--- config.mk ---
export PLATFORM = sky130hd
export DESIGN_NAME = mem_access_unit_flat
export DESIGN_NICKNAME = d
export VERILOG_FILES = /design/src/rtl/mem_access_unit_pkg.sv /design/src/rtl/mem_access_unit_if.sv /design/src/rtl/mem_access_unit_load_align.sv /design/src/rtl/mem_access_unit.sv /design/src/flat_wrapper.sv
export SDC_FILE = /design/constraint.sdc
export NUM_CORES = 1
export LEC_CHECK = 0
export ABC_CLOCK_PERIOD_IN_PS = 2650
export CAP_MARGIN = 20
export CELL_PAD_IN_SITES_DETAIL_PLACEMENT = 1
export CELL_PAD_IN_SITES_GLOBAL_PLACEMENT = 2
export CORE_MARGIN = 4
export CORE_UTILIZATION = 25
export DETAILED_ROUTE_END_ITERATION = 6
export GPL_ROUTABILITY_DRIVEN = 0
export GPL_TIMING_DRIVEN = 0
export PLACE_DENSITY = 0.88
export SYNTH_ARGS = -nofsm -noshare
export SYNTH_HDL_FRONTEND = slang
export SYNTH_HIERARCHICAL = 1
export SYNTH_SLANG_ARGS = --single-unit
--- constraint.sdc ---
create_clock -name clock -period 2.65 [get_ports clock]
set_input_delay 0.265 -clock clock [delete_from_list [all_inputs] [get_ports clock]]
set_output_delay 0.265 -clock clock [all_outputs]
set_load 0.05 [all_outputs]
--- src/rtl/mem_access_unit_pkg.sv ---
// Shared types for the memory execution unit: micro-op layout, access
// size/type encodings, LSU state encoding and small address helpers.
package mem_access_unit_pkg;

  localparam int XLEN = 32;

  typedef enum logic [1:0] {
    MEM_NONE = 2'd0,
    MEM_LD   = 2'd1,
    MEM_ST   = 2'd2
  } mem_type_t;

  typedef enum logic [1:0] {
    MEM_B = 2'd0,
    MEM_H = 2'd1,
    MEM_W = 2'd2
  } mem_size_t;

  typedef enum logic [1:0] {
    LSU_IDLE = 2'd0,
    LSU_REQ  = 2'd1,
    LSU_RESP = 2'd2,
    LSU_DONE = 2'd3
  } lsu_state_t;

  typedef struct packed {
    logic            valid;
    mem_type_t       mem_type;
    mem_size_t       mem_size;
    logic            mem_signed;
    logic [4:0]      rd;
    logic [5:0]      rob_tag;
    logic [XLEN-1:0] imm;
  } micro_op_t;

  // Byte enables for an access of the given size at byte offset off.
  // Unknown size encodings are treated as a full word.
  function automatic logic [3:0] byte_mask(mem_size_t size, logic [1:0] off);
    case (size)
      MEM_B:   return 4'b0001 << off;
      MEM_H:   return 4'b0011 << off;
      default: return 4'b1111;
    endcase
  endfunction

  // Clear the low address bits down to the natural alignment of the access.
  function automatic logic [XLEN-1:0] natural_align(logic [XLEN-1:0] ea, mem_size_t size);
    case (size)
      MEM_B:   return ea;
      MEM_H:   return {ea[XLEN-1:1], 1'b0};
      default: return {ea[XLEN-1:2], 2'b00};
    endcase
  endfunction

  // True when the access does not sit on its natural boundary.
  function automatic logic is_misaligned(logic [XLEN-1:0] ea, mem_size_t size);
    case (size)
      MEM_B:   return 1'b0;
      MEM_H:   return ea[0];
      default: return |ea[1:0];
    endcase
  endfunction

endpackage

--- src/rtl/mem_access_unit_if.sv ---
// Data-memory request/response bus between the memory execution unit
// (master) and the data memory (slave).
interface mem_access_unit_if;
  import mem_access_unit_pkg::*;

  logic            mem_req_valid;
  logic            mem_req_ready;
  logic [XLEN-1:0] mem_req_addr;
  logic            mem_req_we;
  logic [XLEN-1:0] mem_req_wdata;
  logic [3:0]      mem_req_mask;
  logic            mem_resp_valid;
  logic [XLEN-1:0] mem_resp_rdata;

  modport master (
    output mem_req_valid, mem_req_addr, mem_req_we, mem_req_wdata, mem_req_mask,
    input  mem_req_ready, mem_resp_valid, mem_resp_rdata
  );

  modport slave (
    input  mem_req_valid, mem_req_addr, mem_req_we, mem_req_wdata, mem_req_mask,
    output mem_req_ready, mem_resp_valid, mem_resp_rdata
  );

endinterface

--- src/rtl/mem_access_unit_load_align.sv ---
// Load-data alignment: moves the addressed byte lane down to bit 0 and
// sign- or zero-extends it to XLEN according to the access size.
module mem_load_align
  import mem_access_unit_pkg::*;
(
  input  logic [XLEN-1:0] rdata,
  input  logic [1:0]      offset,
  input  mem_size_t       size,
  input  logic            mem_signed,
  output logic [XLEN-1:0] data
);

  logic [XLEN-1:0]   shifted;
  logic signed [7:0]  byte_s;
  logic signed [15:0] half_s;

  // Shift the full word so the addressed byte lands in the low lane, then extend.
  always_comb begin
    shifted = rdata >> {offset, 3'b000};
    byte_s  = shifted[7:0];
    half_s  = shifted[15:0];
    data    = shifted;
    case (size)
      MEM_B: data = mem_signed ? {{(XLEN-8){byte_s[7]}}, byte_s}
                               : {{(XLEN-8){1'b0}}, shifted[7:0]};
      MEM_H: data = mem_signed ? {{(XLEN-16){half_s[15]}}, half_s}
                               : {{(XLEN-16){1'b0}}, shifted[15:0]};
      default: data = shifted;
    endcase
  end

endmodule

--- src/rtl/mem_access_unit.sv ---
// Memory execution unit: accepts one load/store micro-op while idle, forms
// the effective address, runs one request/response exchange with the data
// memory and emits a single-cycle write-back record.
// Optional feature macro: LSU_MISALIGN_CHECK_EN (misaligned accesses raise
// an exception instead of being silently aligned).
module mem_access_unit
  import mem_access_unit_pkg::*;
(
  input  logic                clock,
  input  logic                reset,
  input  micro_op_t           uop_in,
  input  logic [XLEN-1:0]     rs1_data,
  input  logic [XLEN-1:0]     rs2_data,
  output logic                ex_busy,
  mem_access_unit_if.master   mem,
  output logic                wb_valid,
  output micro_op_t           wb_uop,
  output logic [XLEN-1:0]     wb_data,
  output logic                wb_exception
);

  lsu_state_t      state_q, state_d;
  logic            accept;
  logic            misalign;
  logic [XLEN-1:0] ea;
  logic [XLEN-1:0] ea_nat;
  logic [XLEN-1:0] load_data;

  logic [XLEN-1:0] req_addr_q;
  logic            req_we_q;
  logic [XLEN-1:0] req_wdata_q;
  logic [3:0]      req_mask_q;
  logic [1:0]      off_q;
  micro_op_t       wb_uop_q;
  logic [XLEN-1:0] wb_data_q;

  // Effective address wraps modulo 2^XLEN; the immediate is already sign-extended.
  assign ea     = rs1_data + uop_in.imm;
  assign ea_nat = natural_align(ea, uop_in.mem_size);
  assign accept = (state_q == LSU_IDLE) && uop_in.valid &&
                  ((uop_in.mem_type == MEM_LD) || (uop_in.mem_type == MEM_ST));

`ifdef LSU_MISALIGN_CHECK_EN
  assign misalign = is_misaligned(ea, uop_in.mem_size);
`else
  assign misalign = 1'b0;
`endif

  // State register; reset abandons any outstanding memory exchange.
  always_ff @(posedge clock) begin
    if (reset) state_q <= LSU_IDLE;
    else       state_q <= state_d;
  end

  // Next-state logic and state-decoded handshake outputs.
  always_comb begin
    state_d           = state_q;
    ex_busy           = 1'b0;
    mem.mem_req_valid = 1'b0;
    wb_valid          = 1'b0;
    case (state_q)
      LSU_IDLE: begin
        if (accept) state_d = misalign ? LSU_DONE : LSU_REQ;
      end
      LSU_REQ: begin
        ex_busy           = 1'b1;
        mem.mem_req_valid = 1'b1;
        if (mem.mem_req_ready) state_d = LSU_RESP;
      end
      LSU_RESP: begin
        ex_busy = 1'b1;
        if (mem.mem_resp_valid) state_d = LSU_DONE;
      end
      LSU_DONE: begin
        ex_busy  = 1'b1;
        wb_valid = 1'b1;
        state_d  = LSU_IDLE;
      end
      default: state_d = LSU_IDLE;
    endcase
  end

  mem_load_align u_load_align (
    .rdata      (mem.mem_resp_rdata),
    .offset     (off_q),
    .size       (wb_uop_q.mem_size),
    .mem_signed (wb_uop_q.mem_signed),
    .data       (load_data)
  );

  // Latch request fields at accept and capture load data on the response.
  always_ff @(posedge clock) begin
    if (reset) begin
      req_addr_q  <= '0;
      req_we_q    <= 1'b0;
      req_wdata_q <= '0;
      req_mask_q  <= '0;
      off_q       <= '0;
      wb_uop_q    <= '0;
      wb_data_q   <= '0;
    end else if (accept) begin
      req_addr_q  <= {ea_nat[XLEN-1:2], 2'b00};
      req_we_q    <= (uop_in.mem_type == MEM_ST);
      req_wdata_q <= rs2_data << {ea_nat[1:0], 3'b000};
      req_mask_q  <= byte_mask(uop_in.mem_size, ea_nat[1:0]);
      off_q       <= ea_nat[1:0];
      wb_uop_q    <= uop_in;
      wb_data_q   <= misalign ? ea : '0;
    end else if ((state_q == LSU_RESP) && mem.mem_resp_valid && !req_we_q) begin
      wb_data_q   <= load_data;
    end
  end

`ifdef LSU_MISALIGN_CHECK_EN
  logic exc_q;

  // Remember whether the accepted access was rejected for misalignment.
  always_ff @(posedge clock) begin
    if (reset)       exc_q <= 1'b0;
    else if (accept) exc_q <= misalign;
  end

  assign wb_exception = (state_q == LSU_DONE) && exc_q;
`else
  assign wb_exception = 1'b0;
`endif

  assign mem.mem_req_addr  = req_addr_q;
  assign mem.mem_req_we    = req_we_q;
  assign mem.mem_req_wdata = req_wdata_q;
  assign mem.mem_req_mask  = req_mask_q;
  assign wb_uop            = wb_uop_q;
  assign wb_data           = wb_data_q;

  // The issue queue must hold off new uops while this unit is busy.
  a_no_issue_when_busy: assert property (@(posedge clock) disable iff (reset)
    !(ex_busy && uop_in.valid));

endmodule

--- src/flat_wrapper.sv ---
// flat-port wrapper written by rule: the top's interface ports become plain ports
module mem_access_unit_flat import mem_access_unit_pkg::*;
  (clock, reset, uop_in, rs1_data, rs2_data, ex_busy, wb_valid, wb_uop, wb_data, wb_exception, mem_mem_req_valid, mem_mem_req_addr, mem_mem_req_we, mem_mem_req_wdata, mem_mem_req_mask, mem_mem_req_ready, mem_mem_resp_valid, mem_mem_resp_rdata);
  mem_access_unit_if mem_i ();
  input  logic clock;
  input  logic reset;
  input  micro_op_t uop_in;
  input  logic [XLEN-1:0] rs1_data;
  input  logic [XLEN-1:0] rs2_data;
  output logic ex_busy;
  output logic wb_valid;
  output micro_op_t wb_uop;
  output logic [XLEN-1:0] wb_data;
  output logic wb_exception;
  output wire logic [$bits(mem_i.mem_req_valid)-1:0] mem_mem_req_valid;
  output wire logic [$bits(mem_i.mem_req_addr)-1:0] mem_mem_req_addr;
  output wire logic [$bits(mem_i.mem_req_we)-1:0] mem_mem_req_we;
  output wire logic [$bits(mem_i.mem_req_wdata)-1:0] mem_mem_req_wdata;
  output wire logic [$bits(mem_i.mem_req_mask)-1:0] mem_mem_req_mask;
  input wire logic [$bits(mem_i.mem_req_ready)-1:0] mem_mem_req_ready;
  input wire logic [$bits(mem_i.mem_resp_valid)-1:0] mem_mem_resp_valid;
  input wire logic [$bits(mem_i.mem_resp_rdata)-1:0] mem_mem_resp_rdata;
  assign mem_mem_req_valid = mem_i.mem_req_valid;
  assign mem_mem_req_addr = mem_i.mem_req_addr;
  assign mem_mem_req_we = mem_i.mem_req_we;
  assign mem_mem_req_wdata = mem_i.mem_req_wdata;
  assign mem_mem_req_mask = mem_i.mem_req_mask;
  assign mem_i.mem_req_ready = mem_mem_req_ready;
  assign mem_i.mem_resp_valid = mem_mem_resp_valid;
  assign mem_i.mem_resp_rdata = mem_mem_resp_rdata;
  mem_access_unit u_core (.clock(clock), .reset(reset), .uop_in(uop_in), .rs1_data(rs1_data), .rs2_data(rs2_data), .ex_busy(ex_busy), .mem(mem_i), .wb_valid(wb_valid), .wb_uop(wb_uop), .wb_data(wb_data), .wb_exception(wb_exception));
endmodule
[After elaboration in Yosys (flattened, before gate mapping)]
Index checks and enable logic that the tools add are counted.
Word-level totals
  register bits: 152
  input bits: 149
  output and inout port bits: 154
  logic and storage cells: 53
Cells by class
  $add $sub $neg: 1
  eq/ne operators: 10
  shifts and indexed selects: 4
  multiplexer cells: 12
  reduce and logical (&&, ||, !) cells: 12
Operators with widths (count)
  $mux W32: 2
  $pmux W32 S2: 1
  $add A32 B32 Y32: 1
  $shl A32 B5 Y32: 1
  $shr A32 B5 Y32: 1
  $eq A2 B1 Y1 const B: 4
  $pmux W2 S4: 1
  $pmux W4 S2: 1
  $eq A2 B2 Y1 const B: 3
  $logic_not A2 Y1: 3
  $mux W2: 3
  $logic_and A1 B1 Y1: 4
  $ne A2 B2 Y1 const B: 2
  $pmux W2 S2: 1
  $shl A1 B2 Y4 const A: 1
  $shl A2 B2 Y4 const A: 1
  $mux W1: 3
  $reduce_and A3 Y1: 1
  $reduce_or A3 Y1: 1
  $ne A2 B1 Y1 const B: 1
  $reduce_or A2 Y1: 1
  $logic_not A1 Y1: 1
  $logic_or A1 B1 Y1: 1

[Depth between registers and ports, before layout]
Gate-level depths: netlist of the first run.
  depth after elaboration: 5
  depth in mapped cells: 10
  gate-level depth less buffers: 10

[Hierarchy]
The synthesis of the first run kept the hierarchy.
By module, submodules not included
  mem_access_unit: instances 1, cells an instance 956, area each 7498.4 µm², seq. area each 3042.9 µm²
  mem_load_align: instances 1, cells an instance 106, area each 808.3 µm², seq. area each 0.0 µm²

[Least setup slack after synthesis of the first run]
No wires, ideal clock.
  path type: input port to flip-flop
  start: input port uop_in[0] in the netlist's numbering
  end: register u_core.req_addr_q[26] (netlist: u_core/mem.mem_req_addr[26])
  library setup time: 63 ps
  arrival: 2161 ps
  data required time: 2587 ps
  path slack: 426 ps
  stages on the path: 10
  path buffers: 0
  cell sequence: ha_1 inv_1 fa_1 nand2b_1 a21oi_1 o21ai_1 o211ai_2 a31oi_4 or4_1 nand3_1
On the way
  longest elaborated chain between the ends: 1
RTL lines
  from (decl): RTL line flat_wrapper.sv:7  | input micro_op_t uop_in;
  $add A32 B32 Y32: RTL line mem_access_unit.sv:38  | assign ea = rs1_data + uop_in.imm;
  to (signal assigned): RTL line mem_access_unit.sv:102  | req_addr_q <= {ea_nat[XLEN-1:2], 2'b00};
  to (decl): RTL line mem_access_unit.sv:29  | logic [XLEN-1:0] req_addr_q;
Every way passes these cells.
A chain may end at the register's enable or synchronous reset.

[Worst setup path after layout of the first run]
Ends and elaborated chain as after synthesis.

==> flow_summary.json, run 1 <==
{
  "cp-start-kind": "input port",
  "synth.avg_cell_area_um2": 7.82,
  "area_growth_pct": 51.8,
  "postPlaceCellArea_um2": 11900,
  "grt_usage": 0.196,
  "drt_iter0_drc": 377,
  "placementRows": 66,
  "reg2reg_from": "u_core/state_q[0]",
  "routed_wl_mm": 36.6,
  "htreeDepth": 4,
  "drive_above_1_share": 0.0738,
  "crit_path_end_kind": "flop",
  "yosys_warnings": 6,
  "first_pass_iters": 5,
  "antenna_cells": 0,
  "critPathCapture": "u_core/mem.mem_req_addr[26]",
  "critPathLaunch": "uop_in[0]",
  "r2r_end": "u_core/mem.mem_req_addr[9]",
  "yosysMostFrequentCell": "nand2_1",
  "reg2reg_depth": 7,
  "crit_arrival_ns": 2.93,
  "die_w_um": 190,
  "cts_root_buffer": "clkbuf_16",
  "status": "completed",
  "synth-main-ff-cell": "dfxtp_1",
  "globalRouteOverflowTotal": 0,
  "vias_per_cell": 4.93,
  "setup_viol": 0,
  "dp_cells": 1804,
  "fin_crit_ns": 2.55,
  "synth_cell_type_count": 76,
  "fill_cells": 3897,
  "antenna_found_initial": 2,
  "drc": 0,
  "top_level_ports": 303,
  "cts.sinks": 152,
  "cts_buffers": 17,
  "leakagePower_uw": 0.00463,
  "synthTopCellsByCount": "nand2_1, a21oi_1, dfxtp_1, clkbuf_1, nor2_1",
  "seq_area_frac_synth": 0.366,
  "final_area_um2": 12600,
  "hold_violations": 0,
  "grt_max_degree": 17,
  "core-area_um2": 32600,
  "num_vias": 9063,
  "pwr_density_cell_nw_per_um2": 720,
  "grt_pass1_wl_mm": 55.3,
  "syn_area_um2": 8310,
  "ys_top_cells_by_area": "dfxtp_1, nand2_1, a21oi_1, ha_1, mux2i_1",
  "clock_path_buffers": 2,
  "critPathKind": "input port to flop",
  "rrSetupSlack_ns": 0.32,
  "required_ns": 3.03,
  "die_height_um": 190,
  "synth_cells": 1062,
  "cts_tree": "built",
  "crit_fanout": 4,
  "worstSkewPairLatency_ns": 0.44,
  "worstMarginPinSlew_ns": 0.837,
  "die_area_um2": 36200,
  "maxSlewHeadroom": 0.442,
  "yosysTopAreaCell": "dfxtp_1",
  "postCtsHoldBufs": 0,
  "slew_violations": 0,
  "yosysTopAreaCellShare": 0.366,
  "fin_cells": 1838,
  "initial_core_util": 0.255,
  "port_buffers": 298,
  "hold_class": "input port to flop",
  "rsz0062_at_grt": "false",
  "grt_pass1_vias": 9429,
  "final.setup_skew_ns": 0.0110,
  "vdd.ir_drop.worst_uv": 451,
  "synth_edf_count": 0,
  "postSynth.asyncResetShare": 0,
  "post_drt_wl_per_cell_um": 19.9,
  "dp_hpwl_mm": 28.7,
  "cap_viol_max_count": 0,
  "cts.clk_slew.worst_paths_ns": 0.06,
  "synth_seq_cells": 152,
  "timing.fmax_mhz": 392,
  "postRouteAntennaNets": 0,
  "fin_crit_sh": 0.962,
  "fin_nets": 1570
}
-- sequential cells by signal, summed over array words and instances (netlist names) --
| signal | cells |
|---|---|
| u_core/state_q | 2 |
| u_core/wb_data | 32 |
| u_core/mem.mem_req_we | 1 |
| u_core/off_q | 2 |
| u_core/mem.mem_req_addr | 30 |
| u_core/mem.mem_req_wdata | 32 |
| u_core/mem.mem_req_mask | 4 |
| u_core/wb_uop | 49 |
-- kinds of logic after synthesis --
group | Yosys count | share of synthesized area
adders and majority gates | 38 | 0.0581
muxes | 38 | 0.0468
xor gates and xnor gates | 14 | 0.0148
and+or+nand+nor | 397 | 0.210
DFF | 152 | 0.366
buffers and inverters | 95 | 0.0529
other | 1 | 0.000451
AOI/OAI and AO/OA | 327 | 0.250
-- final cells by class --
cell class,instances,area (um2),share of cell area
Inverter,19,71.3,0.00566
Timing Repair Buffer,301,3020,0.239
Multi-Input combinational cell,818,4920,0.390
Sequential cell,152,3040,0.241
Clock inverter,13,203,0.0161
Clock buffer,19,433,0.0343
Buffer,74,374,0.0297
Tap cell,442,553,0.0439
-- metrics by stage --
stage | hold slack [ns] | utilization | worst slack [ns] | power [uW] | TNS, ns
final | 0.379 | 0.387 | 0.100 | 9090 | 0
after detailed placement | 0.444 | 0.363 | -0.915 | 6410 | -65.09
after CTS | 0.353 | 0.385 | 0.0181 | 9180 | 0
after floorplan | 0.391 | - | 0.426 | 4990 | 0
after global routing | 0.366 | 0.387 | 0.00416 | 9550 | 0
after global placement | 0.435 | 0.363 | -0.876 | 6370 | -62.03
-- where the power goes --
| group | switching (uW) | total [uW] | internal [uW] |
|---|---|---|---|
| logic | 2420 | 3660 | 1240 |
| clock network | 1030 | 2700 | 1670 |
| registers | 166 | 2730 | 2560 |
| total | 3610 | 9090 | 5470 |
-- critical path, cell delays in order --
cell	delay, ns
clkdlybuf4s50_1	0.50
ha_1	0.19
inv_1	0.06
fa_1	0.39
nand2b_1	0.23
a21oi_4	0.22
o21ai_4	0.12
o211ai_4	0.28
a31oi_4	0.13
or4_1	0.43
nand3_1	0.10
-- worst min-delay path by stage --
stage / start / end / slack [ns] / cells past startpoint
detailed placement: u_core/mem.mem_req_addr[24] / u_core/mem.mem_req_addr[24] / 0.44 / 2
floorplan: rs2_data[0] / u_core/mem.mem_req_wdata[0] / 0.39 / 1
global route: uop_in[38] / u_core/wb_uop[38] / 0.37 / 3
finish: uop_in[39] / u_core/wb_uop[39] / 0.38 / 3
CTS: uop_in[39] / u_core/wb_uop[39] / 0.35 / 3
global placement: u_core/mem.mem_req_wdata[15] / u_core/mem.mem_req_wdata[15] / 0.44 / 2
-- layout by cell type (no fill, tap or decap), types with 5 or more instances in the layout --
cell / synthesis / layout
a211oi_1: 9 / 9
a21boi_0: 8 / 8
a21o_1: 18 / 18
a21oi_1: 156 / 155
a221oi_1: 9 / 9
a22o_1: 8 / 8
a31oi_1: 6 / 6
buf_2: 9 / 10
buf_4: 7 / 9
buf_6: 6 / 6
bufinv_16: 0 / 5
clkbuf_1: 49 / 39
clkbuf_16: 0 / 17
clkbuf_2: 0 / 10
clkdlybuf4s50_1: 0 / 298
dfxtp_1: 152 / 152
ha_1: 37 / 37
inv_1: 19 / 19
mux2i_1: 36 / 36
nand2_1: 246 / 246
nand2b_1: 6 / 6
nand3_1: 22 / 22
nand4_1: 10 / 10
nor2_1: 48 / 47
nor2b_1: 10 / 10
nor3_1: 13 / 13
o21a_1: 9 / 9
o21ai_0: 32 / 32
o22ai_1: 17 / 17
o2bb2ai_1: 8 / 8
or2_2: 8 / 7
or3_1: 10 / 9
xnor2_1: 9 / 9
xor2_1: 5 / 5
-- routing by layer --
layer | GRT usage | share of wire | wire length (um)
met1 | 0.245 | 0.44 | 16000
met2 | 0.329 | 0.47 | 17300
met3 | 0.0606 | 0.070 | 2580
met4 | 0.0530 | 0.020 | 748
met5 | 0 | 0.00066 | 24
-- timing repair --
item | CTS | global route
pin swaps | 3 | 2
buffers inserted | 3 | 0
gates resized for setup | 12 | 17
setup endpoints to repair | 76 | 31
gates cloned | 1 | 0
Note: power is estimated with default switching activity, not from simulation.
==> inputs of run 2 (changes only) <==
- SLEW_MARGIN: default -> 10
==> results of run 2 <==
Final layout, timing and power as in run 1 (identical DEF).
==> inputs of run 3 (changes only) <==
- MAX_ROUTING_LAYER: default -> met4
==> run 3 against run 2 <==
Compared with the run above: clock skew is 0.0025 ns lower; sequential share of layout area hardly changed; first-iteration DRC count is 1.6% higher; sequential cell count stayed put; non-clock buffer count stayed put; sequential power hardly changed; final cell count is 0.11% higher; critical endpoint is now u_core/mem.mem_req_addr[25]; largest cell class unchanged.
==> flow_summary.json, run 3 (same netlist as run 1, synthesis figures left out) <==
{
  "status": "completed",
  "setup_viol": 0,
  "drive_above_1_share": 0.0738,
  "final_core_util": 0.387,
  "area_growth_pct": 51.9,
  "vdd.ir_drop.worst_uv": 449,
  "required_ns": 3.01,
  "multi_input_area_um2": 4920,
  "maxSlewHeadroom": 0.454,
  "die_w_um": 190,
  "largest_reg_flops": 49,
  "drt_iter0_drc": 383,
  "worstSkewPairLatency_ns": 0.44,
  "die_height_um": 190,
  "hold_violations": 0,
  "fin_crit_ns": 2.54,
  "final_area_um2": 12600,
  "clock_path_buffers": 2,
  "cts.clk_slew.worst_paths_ns": 0.06,
  "core-area_um2": 32600,
  "globalRouteOverflowTotal": 0,
  "num_vias": 9069,
  "cap_viol_max_count": 0,
  "grt_pass1_wl_mm": 55.2,
  "final_cell_mix": "clkdlybuf4s50_1, nand2_1, a21oi_1",
  "seq_area_um2": 3040,
  "grt_max_degree": 17,
  "postRouteAntennaNets": 0,
  "postPlaceCellArea_um2": 11900,
  "crit_path_end_kind": "flop",
  "rrSetupSlack_ns": 0.31,
  "drc": 0,
  "r2r_end": "u_core/mem.mem_req_addr[9]",
  "crit_arrival_ns": 2.90,
  "cts_root_buffer": "clkbuf_16",
  "die_area_um2": 36200,
  "grt_usage": 0.202,
  "hold_class": "input port to flop",
  "reg2reg_depth": 7,
  "port_buffers": 298,
  "first_pass_iters": 5,
  "post_drt_wl_per_cell_um": 19.9,
  "timing.fmax_mhz": 393,
  "critPathKind": "input port to flop",
  "p_int_uw": 5470,
  "initial_core_util": 0.255,
  "final.setup_skew_ns": 0.00850,
  "critPathCapture": "u_core/mem.mem_req_addr[25]",
  "grt_pass1_vias": 9468,
  "p_clk_frac": 0.297,
  "power.share.switching": 0.398,
  "cts_buffers": 17,
  "placementRows": 66,
  "hold_path_depth": 3,
  "routed_wl_mm": 36.6,
  "dp_hpwl_mm": 28.7,
  "leakagePower_uw": 0.00463,
  "cp-start-kind": "input port",
  "htreeDepth": 4,
  "crit_fanout": 10,
  "slew_violations": 0,
  "postCtsHoldBufs": 0,
  "cts_tree": "built",
  "fin_crit_sh": 0.960,
  "layout_commonest_cell": "clkdlybuf4s50_1",
  "fill_cells": 3900,
  "switching_power_uw": 3620,
  "antenna_found_initial": 2,
  "cts.sinks": 152,
  "top_level_ports": 303,
  "fin_nets": 1570,
  "combPwrFrac": 0.403,
  "rsz0062_at_grt": "false",
  "pwr_density_cell_nw_per_um2": 720,
  "worstMarginPinSlew_ns": 0.819,
  "vias_per_cell": 4.93,
  "seqPwrFrac": 0.300,
  "reg2reg_from": "u_core/state_q[0]",
  "critPathLaunch": "uop_in[46]"
}
==> run 3: cell types whose count changed in the layout (fill, tap and decap cells not counted) <==
| cell | change |
|---|---|
| diode_2 | +2 |
==> run 3: layout make-up <==
class | count | area share
Multi-Input combinational cell | 818 | 0.390
Sequential cell | 152 | 0.241
Timing Repair Buffer | 301 | 0.239
Tap cell | 442 | 0.0438
Clock buffer | 19 | 0.0343
Buffer | 74 | 0.0297
Clock inverter | 13 | 0.0161
Inverter | 19 | 0.00565
Antenna cell | 2 | 0.000397
==> run 3: critical path, stage by stage <==
cell	delay, ns
clkdlybuf4s50_1	0.57
inv_1	0.07
ha_1	0.28
nor2b_1	0.30
and2_1	0.18
buf_2	0.21
nand2b_1	0.24
clkbuf_2	0.32
o31ai_1	0.30
a21oi_1	0.06
o21ai_0	0.10
==> run 3: power groups by stage <==
stage          Sequential [uW]  Clock, uW  Combinational (uW)
6_report                  2730       2700                3660
5_1_grt                   2770       2880                3910
4_1_cts                   2730       2780                3670
3_5_place_dp              2770          0                3630
3_3_place_gp              2760          0                3600
2_1_floorplan             3650          0                1340
==> run 3: per-stage QoR <==
stage / hold slack (ns) / total power, uW / setup slack (ns) / cells / TNS (ns)
after global placement: 0.435 / 6370 / -0.876 / 1804 / -62.03
final: 0.384 / 9090 / 0.106 / 1840 / 0
after CTS: 0.353 / 9180 / 0.0181 / 1839 / 0
after global routing: 0.366 / 9560 / 0.00612 / 1840 / 0
after detailed placement: 0.444 / 6410 / -0.915 / 1804 / -65.09
after floorplan: 0.391 / 4990 / 0.426 / 1064 / 0
==> run 3: worst min path at each step <==
| stage | end | slack (ns) | startpoint |
|---|---|---|---|
| final | u_core/wb_uop[43] | 0.38 | uop_in[43] |
| after global routing | u_core/wb_uop[38] | 0.37 | uop_in[38] |
| after CTS | u_core/wb_uop[39] | 0.35 | uop_in[39] |
| after global placement | u_core/mem.mem_req_wdata[15] | 0.44 | u_core/mem.mem_req_wdata[15] |
| after floorplan | u_core/mem.mem_req_wdata[0] | 0.39 | rs2_data[0] |
| after detailed placement | u_core/mem.mem_req_addr[24] | 0.44 | u_core/mem.mem_req_addr[24] |
==> run 3: what timing repair did <==
action / CTS / global route
gates resized for setup: 12 / 17
setup buffers: 3 / 0
endpoints found under the setup margin: 76 / 32
pin swaps: 3 / 2
cloned: 1 / 0
==> run 3: layer usage <==
layer	track usage	share of wire
met1	0.249	0.44
met3	0.0555	0.066
met2	0.329	0.47
met4	0.0530	0.019
met5	-	0
